<file path="src/rtl/ccff_bitstream_loader.sv">
// rtl/ccff_bitstream_loader.sv - bitstream loader/verifier driving the fabric configuration chain
//
// Accepts bitstream bytes over valid/ready and shifts them MSB-first onto the
// configuration chain head. It raises a per-cycle chain shift enable while doing so.
// A verify pass re-shifts the same stream. It then compares the CRC of the bits
// returning on the chain tail against the CRC of the bits sent.
//
// Ports:
//   prog_clk_i      configuration clock (only clock)
//   prog_reset_i    asynchronous active-high reset
//   start_i         1-cycle pulse, begins a pass from IDLE or DONE
//   verify_i        sampled with start_i: 0 = load pass, 1 = verify pass
//   s_data_i        bitstream byte, bit 7 shifted first
//   s_valid_i       s_data_i valid
//   s_ready_o       byte accepted this cycle when s_valid_i is also high
//   ccff_head_o     serial bit into the chain
//   ccff_tail_i     serial bit leaving the chain end
//   chain_clk_en_o  chain shifts on the clock edge ending this cycle
//   busy_o          pass in progress
//   done_o          pass complete, held until the next accepted start
//   verify_ok_o     last verify pass matched; always 0 after a load pass
//   crc_o           CRC-16-CCITT of the bits driven on ccff_head_o this pass
module ccff_bitstream_loader #(
    parameter int  CHAIN_LEN = 4096,
    localparam int CNT_W     = $clog2(CHAIN_LEN + 1)
) (
    input  logic        prog_clk_i,
    input  logic        prog_reset_i,
    input  logic        start_i,
    input  logic        verify_i,
    input  logic [7:0]  s_data_i,
    input  logic        s_valid_i,
    output logic        s_ready_o,
    output logic        ccff_head_o,
    input  logic        ccff_tail_i,
    output logic        chain_clk_en_o,
    output logic        busy_o,
    output logic        done_o,
    output logic        verify_ok_o,
    output logic [15:0] crc_o
);

    typedef enum logic [2:0] {
        ST_IDLE  = 3'd0,
        ST_FETCH = 3'd1,
        ST_SHIFT = 3'd2,
        ST_CHECK = 3'd3,
        ST_DONE  = 3'd4
    } state_t;

    localparam logic [CNT_W-1:0] LAST_CNT = CNT_W'(CHAIN_LEN - 1);
    localparam logic [15:0]      CRC_INIT = 16'hFFFF;

    state_t           state_q, state_d;
    logic [7:0]       byte_q, byte_d;
    logic [2:0]       bit_q, bit_d;
    logic [CNT_W-1:0] cnt_q, cnt_d;
    logic [15:0]      crc_head_q, crc_head_d;
    logic [15:0]      crc_tail_q, crc_tail_d;
    logic             verify_lat_q, verify_lat_d;
    logic             verify_ok_q, verify_ok_d;

    // Bit-serial CRC-16-CCITT (poly 0x1021, MSB first, no reflection).
    function automatic logic [15:0] crc_step(input logic [15:0] c, input logic b);
        crc_step = {c[14:0], 1'b0} ^ (((c[15] ^ b) == 1'b1) ? 16'h1021 : 16'h0000);
    endfunction

    always_ff @(posedge prog_clk_i or posedge prog_reset_i) begin
        if (prog_reset_i) begin
            state_q      <= ST_IDLE;
            byte_q       <= 8'h00;
            bit_q        <= 3'd0;
            cnt_q        <= '0;
            crc_head_q   <= CRC_INIT;
            crc_tail_q   <= CRC_INIT;
            verify_lat_q <= 1'b0;
            verify_ok_q  <= 1'b0;
        end else begin
            state_q      <= state_d;
            byte_q       <= byte_d;
            bit_q        <= bit_d;
            cnt_q        <= cnt_d;
            crc_head_q   <= crc_head_d;
            crc_tail_q   <= crc_tail_d;
            verify_lat_q <= verify_lat_d;
            verify_ok_q  <= verify_ok_d;
        end
    end

    always_comb begin
        state_d        = state_q;
        byte_d         = byte_q;
        bit_d          = bit_q;
        cnt_d          = cnt_q;
        crc_head_d     = crc_head_q;
        crc_tail_d     = crc_tail_q;
        verify_lat_d   = verify_lat_q;
        verify_ok_d    = verify_ok_q;
        s_ready_o      = 1'b0;
        ccff_head_o    = 1'b0;
        chain_clk_en_o = 1'b0;
        busy_o         = 1'b0;
        done_o         = 1'b0;

        case (state_q)
            ST_IDLE, ST_DONE: begin
                done_o = (state_q == ST_DONE);
                if (start_i) begin
                    state_d      = ST_FETCH;
                    cnt_d        = '0;
                    crc_head_d   = CRC_INIT;
                    crc_tail_d   = CRC_INIT;
                    verify_lat_d = verify_i;
                    verify_ok_d  = 1'b0;
                end
            end
            ST_FETCH: begin
                busy_o    = 1'b1;
                s_ready_o = 1'b1;
                if (s_valid_i) begin
                    byte_d  = s_data_i;
                    bit_d   = 3'd0;
                    state_d = ST_SHIFT;
                end
            end
            ST_SHIFT: begin
                // The current bit is always byte_q[7]; the byte shifts left under it.
                busy_o         = 1'b1;
                chain_clk_en_o = 1'b1;
                ccff_head_o    = byte_q[7];
                byte_d         = {byte_q[6:0], 1'b0};
                bit_d          = bit_q + 3'd1;
                cnt_d          = cnt_q + CNT_W'(1);
                crc_head_d     = crc_step(crc_head_q, byte_q[7]);
                // Tail is sampled in the same cycle as the shift, i.e. before the edge moves it.
                if (verify_lat_q) begin
                    crc_tail_d = crc_step(crc_tail_q, ccff_tail_i);
                end
                // The chain end takes priority, so the unused low bits of the last byte are dropped.
                if (cnt_q == LAST_CNT) begin
                    state_d = ST_CHECK;
                end else if (bit_q == 3'd7) begin
                    state_d = ST_FETCH;
                end
            end
            ST_CHECK: begin
                busy_o      = 1'b1;
                verify_ok_d = verify_lat_q && (crc_tail_q == crc_head_q);
                state_d     = ST_DONE;
            end
            default: begin
                state_d = ST_IDLE;
            end
        endcase
    end

    assign verify_ok_o = verify_ok_q;
    assign crc_o       = crc_head_q;

endmodule

</file>
<file path="config.mk">
export PLATFORM = sky130hd
export DESIGN_NAME = ccff_bitstream_loader
export DESIGN_NICKNAME = d
export VERILOG_FILES = /design/src/rtl/ccff_bitstream_loader.sv
export SDC_FILE = /design/constraint.sdc
export NUM_CORES = 1
export LEC_CHECK = 0
export CAP_MARGIN = 5
export CORE_ASPECT_RATIO = 0.75
export CORE_MARGIN = 5
export CORE_UTILIZATION = 57
export CTS_BUF_LIST = sky130_fd_sc_hd__clkbuf_4
export DETAILED_ROUTE_END_ITERATION = 10
export GPL_ROUTABILITY_DRIVEN = 0
export PLACE_DENSITY_LB_ADDON = 0.12
export SLEW_MARGIN = 20
export SYNTH_ARGS = -nofsm -noshare
export SYNTH_HDL_FRONTEND = slang
export SYNTH_SLANG_ARGS = --single-unit
</file>
<file path="constraint.sdc">
create_clock -name prog_clk_i -period 2.6 [get_ports prog_clk_i]
set_input_delay 0.52 -clock prog_clk_i [delete_from_list [all_inputs] [get_ports prog_clk_i]]
set_output_delay 0.52 -clock prog_clk_i [all_outputs]
set_load 0.02 [all_outputs]
</file>
==> impl_metrics.csv <==
group,metric,value,unit
final_layout,syn_to_final_growth,19.1,%
run_status,outcome,"completed",
yosys,syn_nets,290,
die,rows,22,
pwr,powerDensity,1080,nW/um^2
job,max_cap_violations,0,
min_path,hold_start,"crc_tail_q[0]$_DFFE_PP1P_",
yosys,ys_types,39,
sta,whs,0.482,ns
sta,finalHoldViolCount,0,
yosys,async_flop_share,100,%
sta,fmax,0.403,GHz
place,post-place-ws,0.426,ns
yosys,synth_seq_cells,61,
place,dp_hpwl,4170,um
sta,fin_setup_tns,0,ns
clock_tree,cts_tree,"built",
yosys,syn_area,2800,um^2
yosys,synth_flop_cell,"dfstp_2",
critical_path,required,2.08,ns
critical_path,worst_path_max_delay_cell,"clkdlybuf4s50_1",
sta,layout_setup_ws,0.119,ns
routing,finalWirelength,6110,um
sta,min_period,2.48,ns
routing,antenna_left,0,
yosys,syn_inst,273,
final_layout,design_area,3330,um^2
yosys,yosysSeqAreaShare,56.0,%
place,portBuffers,35,
global_route,grt_pass1_wl,10200,um
final_layout,nNetsFinal,331,
sta,drv_slew,0,
global_route,grt-busiest-layer,"met2",
clock_tree,clk_path_buf_depth,2,
global_route,gr-usage-all-layers,19.9,%
clock_tree,cts.sinks,61,
global_route,use_met3,7.33,%
clock_tree,postCtsSetupBuffers,0,
clock_tree,numCtsBuffers,9,
clock_tree,h-tree-depth,3,
routing,viasPerCell,5.73,
critical_path,critPathMaxStageDelay,0.60,ns
pwr,p_leak,0.00133,uW
clock_tree,clkTransAtPathRegs,0.10,ns
routing,vias,2167,
critical_path,worstPathMaxFanout,6,
global_route,antenna_found_initial,0,
critical_path,critPathCaptureType,"output pin",
critical_path,critPathArrivalTime,1.96,ns
critical_path,reg2reg_depth,5,
critical_path,r2r_end,"cnt_q[12]$_DFFE_PP0P_",
global_route,grt-ovfl-total,0,
sta,setup_violations,0,
global_route,grt_pass1_vias,2054,
die,fp.dieW,90.9,um
place,postPlaceCellArea,3230,um^2
sta,finalCritPeriodShare,95.4,%
critical_path,ff2ff_setup_slack,0.54,ns
yosys,synth_edf_count,0,
die,die-area,6420,um^2
routing,drcViolationCount,0,
global_route,met1_usage,28.4,%
sta,worst_pin_slew,0.642,ns
final_layout,antennaDiodeCount,0,
critical_path,crit_type,"reg2out",
die,ios,36,
sta,rsz0062_at_grt,"false",
sta,clock_skew,0.00976,ns
min_path,holdPathStages,2,
routing,drt-pass1-iter-count,6,
critical_path,r2r_start,"state_q[0]$_DFFE_PP0P_",
yosys,syn_area_per_cell,10.2,um^2
min_path,worst_hold_path_type,"reg2reg",
yosys,ys_warn_count,0,
clock_tree,hold_buffers,0,
sta,max-slew-margin-rel,57.1,%
global_route,gr-usage-met2,29.4,%
routing,routedWlPerCell,16.2,um
die,start_util,58.1,%
global_route,grt_max_degree,37,
critical_path,path_cells,"or3b_1 > inv_2 > clkdlybuf4s50_1",
critical_path,startpoint_type,"flip-flop",
clock_tree,root_buffer,"clkbuf_4",
die,die_h,70.7,um
min_path,hold_end,"crc_tail_q[1]$_DFFE_PP1P_",
final_layout,final_layout_size_suffix_gt1_share,17.9,%
die,core_region_area,4820,um^2
pwr,max-vdd-ir-drop,0.592,mV
clock_tree,insertion_delay,0.40,ns
routing,first_iter_violations,127,
==> registers in the layout, summed over array words and instances (netlist names) <==
signal,cells
bit_q,3
byte_q,8
cnt_q,13
crc_o,16
crc_tail_q,16
state_q,3
verify_lat_q,1
verify_ok_o,1
==> per-stage QoR <==
stage	cells	util [%]	total power, uW
2_1_floorplan	273	-	2580
3_3_place_gp	363	67.1	3030
3_5_place_dp	363	67.1	3080
4_1_cts	378	69.2	3610
5_1_grt	378	69.2	3850
6_report	378	69.2	3590
==> final cells by class <==
class	count	area, um^2
multi-input cells	194	1150
fillers	393	1490
clock inverters	4	18.8
inverters	5	18.8
repair buffers	43	422
clock buffers	11	82.6
flip-flops and latches	61	1570
well taps	60	75.1
==> cell usage after synthesis, drive strengths merged (5+ instances only) <==
| cell type | instances | area (um^2) |
|---|---|---|
| xnor2 | 5 | 43.8 |
| o22a | 14 | 123 |
| o21ai | 26 | 130 |
| nand2 | 32 | 120 |
| a21oi | 6 | 30.0 |
| nand3 | 15 | 75.1 |
| o22ai | 8 | 50.1 |
| dfrtp | 29 | 726 |
| inv | 5 | 18.8 |
| buf | 7 | 40.0 |
| nor2 | 32 | 120 |
| dfstp | 32 | 841 |
| clkbuf | 6 | 23.8 |
| nor4 | 5 | 31.3 |
| xor2 | 19 | 166 |
==> worst max-delay path by stage <==
stage,startpoint,endpoint,cells after the start
after CTS,state_q[0]$_DFFE_PP0P_,chain_clk_en_o,3
after detailed placement,state_q[0]$_DFFE_PP0P_,ccff_head_o,4
after floorplan,state_q[0]$_DFFE_PP0P_,ccff_head_o,5
after global placement,state_q[0]$_DFFE_PP0P_,ccff_head_o,4
final,state_q[0]$_DFFE_PP0P_,chain_clk_en_o,3
after global routing,state_q[0]$_DFFE_PP0P_,chain_clk_en_o,3
==> worst max-delay path: cells and delay by family (launching register included) <==
family / cells / cell delay, ns
AND/OR/NAND/NOR: 1 / 0.44
buffers and inverters: 2 / 0.69
flip-flops: 1 / 0.44
==> layer usage <==
layer | wire length (um) | vias up | share of wire (%)
li1 | - | 1053 | -
met1 | 2940 | 1036 | 48
met2 | 2740 | 73 | 45
met3 | 385 | 5 | 6.3
met4 | 53 | 0 | 0.87
met5 | 0 | - | 0
==> layout by cell type, fill, tap and decap left out, types with 2 or more instances in the layout <==
| cell type | n |
|---|---|
| clkinv_2 | 3 |
| and2_1 | 2 |
| inv_2 | 2 |
| buf_4 | 7 |
| dfrtp_1 | 29 |
| inv_1 | 3 |
| nor3_1 | 3 |
| o31ai_1 | 3 |
| o21ai_0 | 24 |
| o211ai_1 | 3 |
| clkdlybuf4s50_1 | 34 |
| o41ai_1 | 2 |
| nor2_1 | 32 |
| clkbuf_4 | 11 |
| o22ai_1 | 8 |
| o22a_1 | 14 |
| xor2_1 | 19 |
| a21oi_1 | 6 |
| o21ai_1 | 2 |
| a2bb2oi_1 | 2 |
| ha_1 | 3 |
| nand4_1 | 2 |
| o311ai_0 | 2 |
| nor4_1 | 5 |
| dfstp_2 | 32 |
| xnor2_1 | 5 |
| nand3_1 | 15 |
| nand2_1 | 32 |
==> repair_timing <==
| item | 4_1_cts | 5_1_grt |
|---|---|---|
| endpoints found under the hold margin | 0 | 0 |
| gates resized for setup | 1 | 0 |
| endpoints found under the setup margin | 1 | 0 |
==> power by group <==
part | switching (uW) | internal [uW]
registers | 293 | 1380
logic | 777 | 612
clock network | 327 | 205
total | 1400 | 2190
==> cells by family after synthesis <==
| group | Yosys count | share of synthesized area (%) |
|---|---|---|
| flip-flops | 61 | 56.0 |
| XOR/XNOR | 24 | 7.51 |
| AND/OR/NAND/NOR | 100 | 16.5 |
| adder cells (fa/ha/maj) | 3 | 1.34 |
| buffers and inverters | 18 | 2.95 |
| AO/OA/AOI/OAI | 67 | 15.7 |
(Power assumes the default switching activity.)
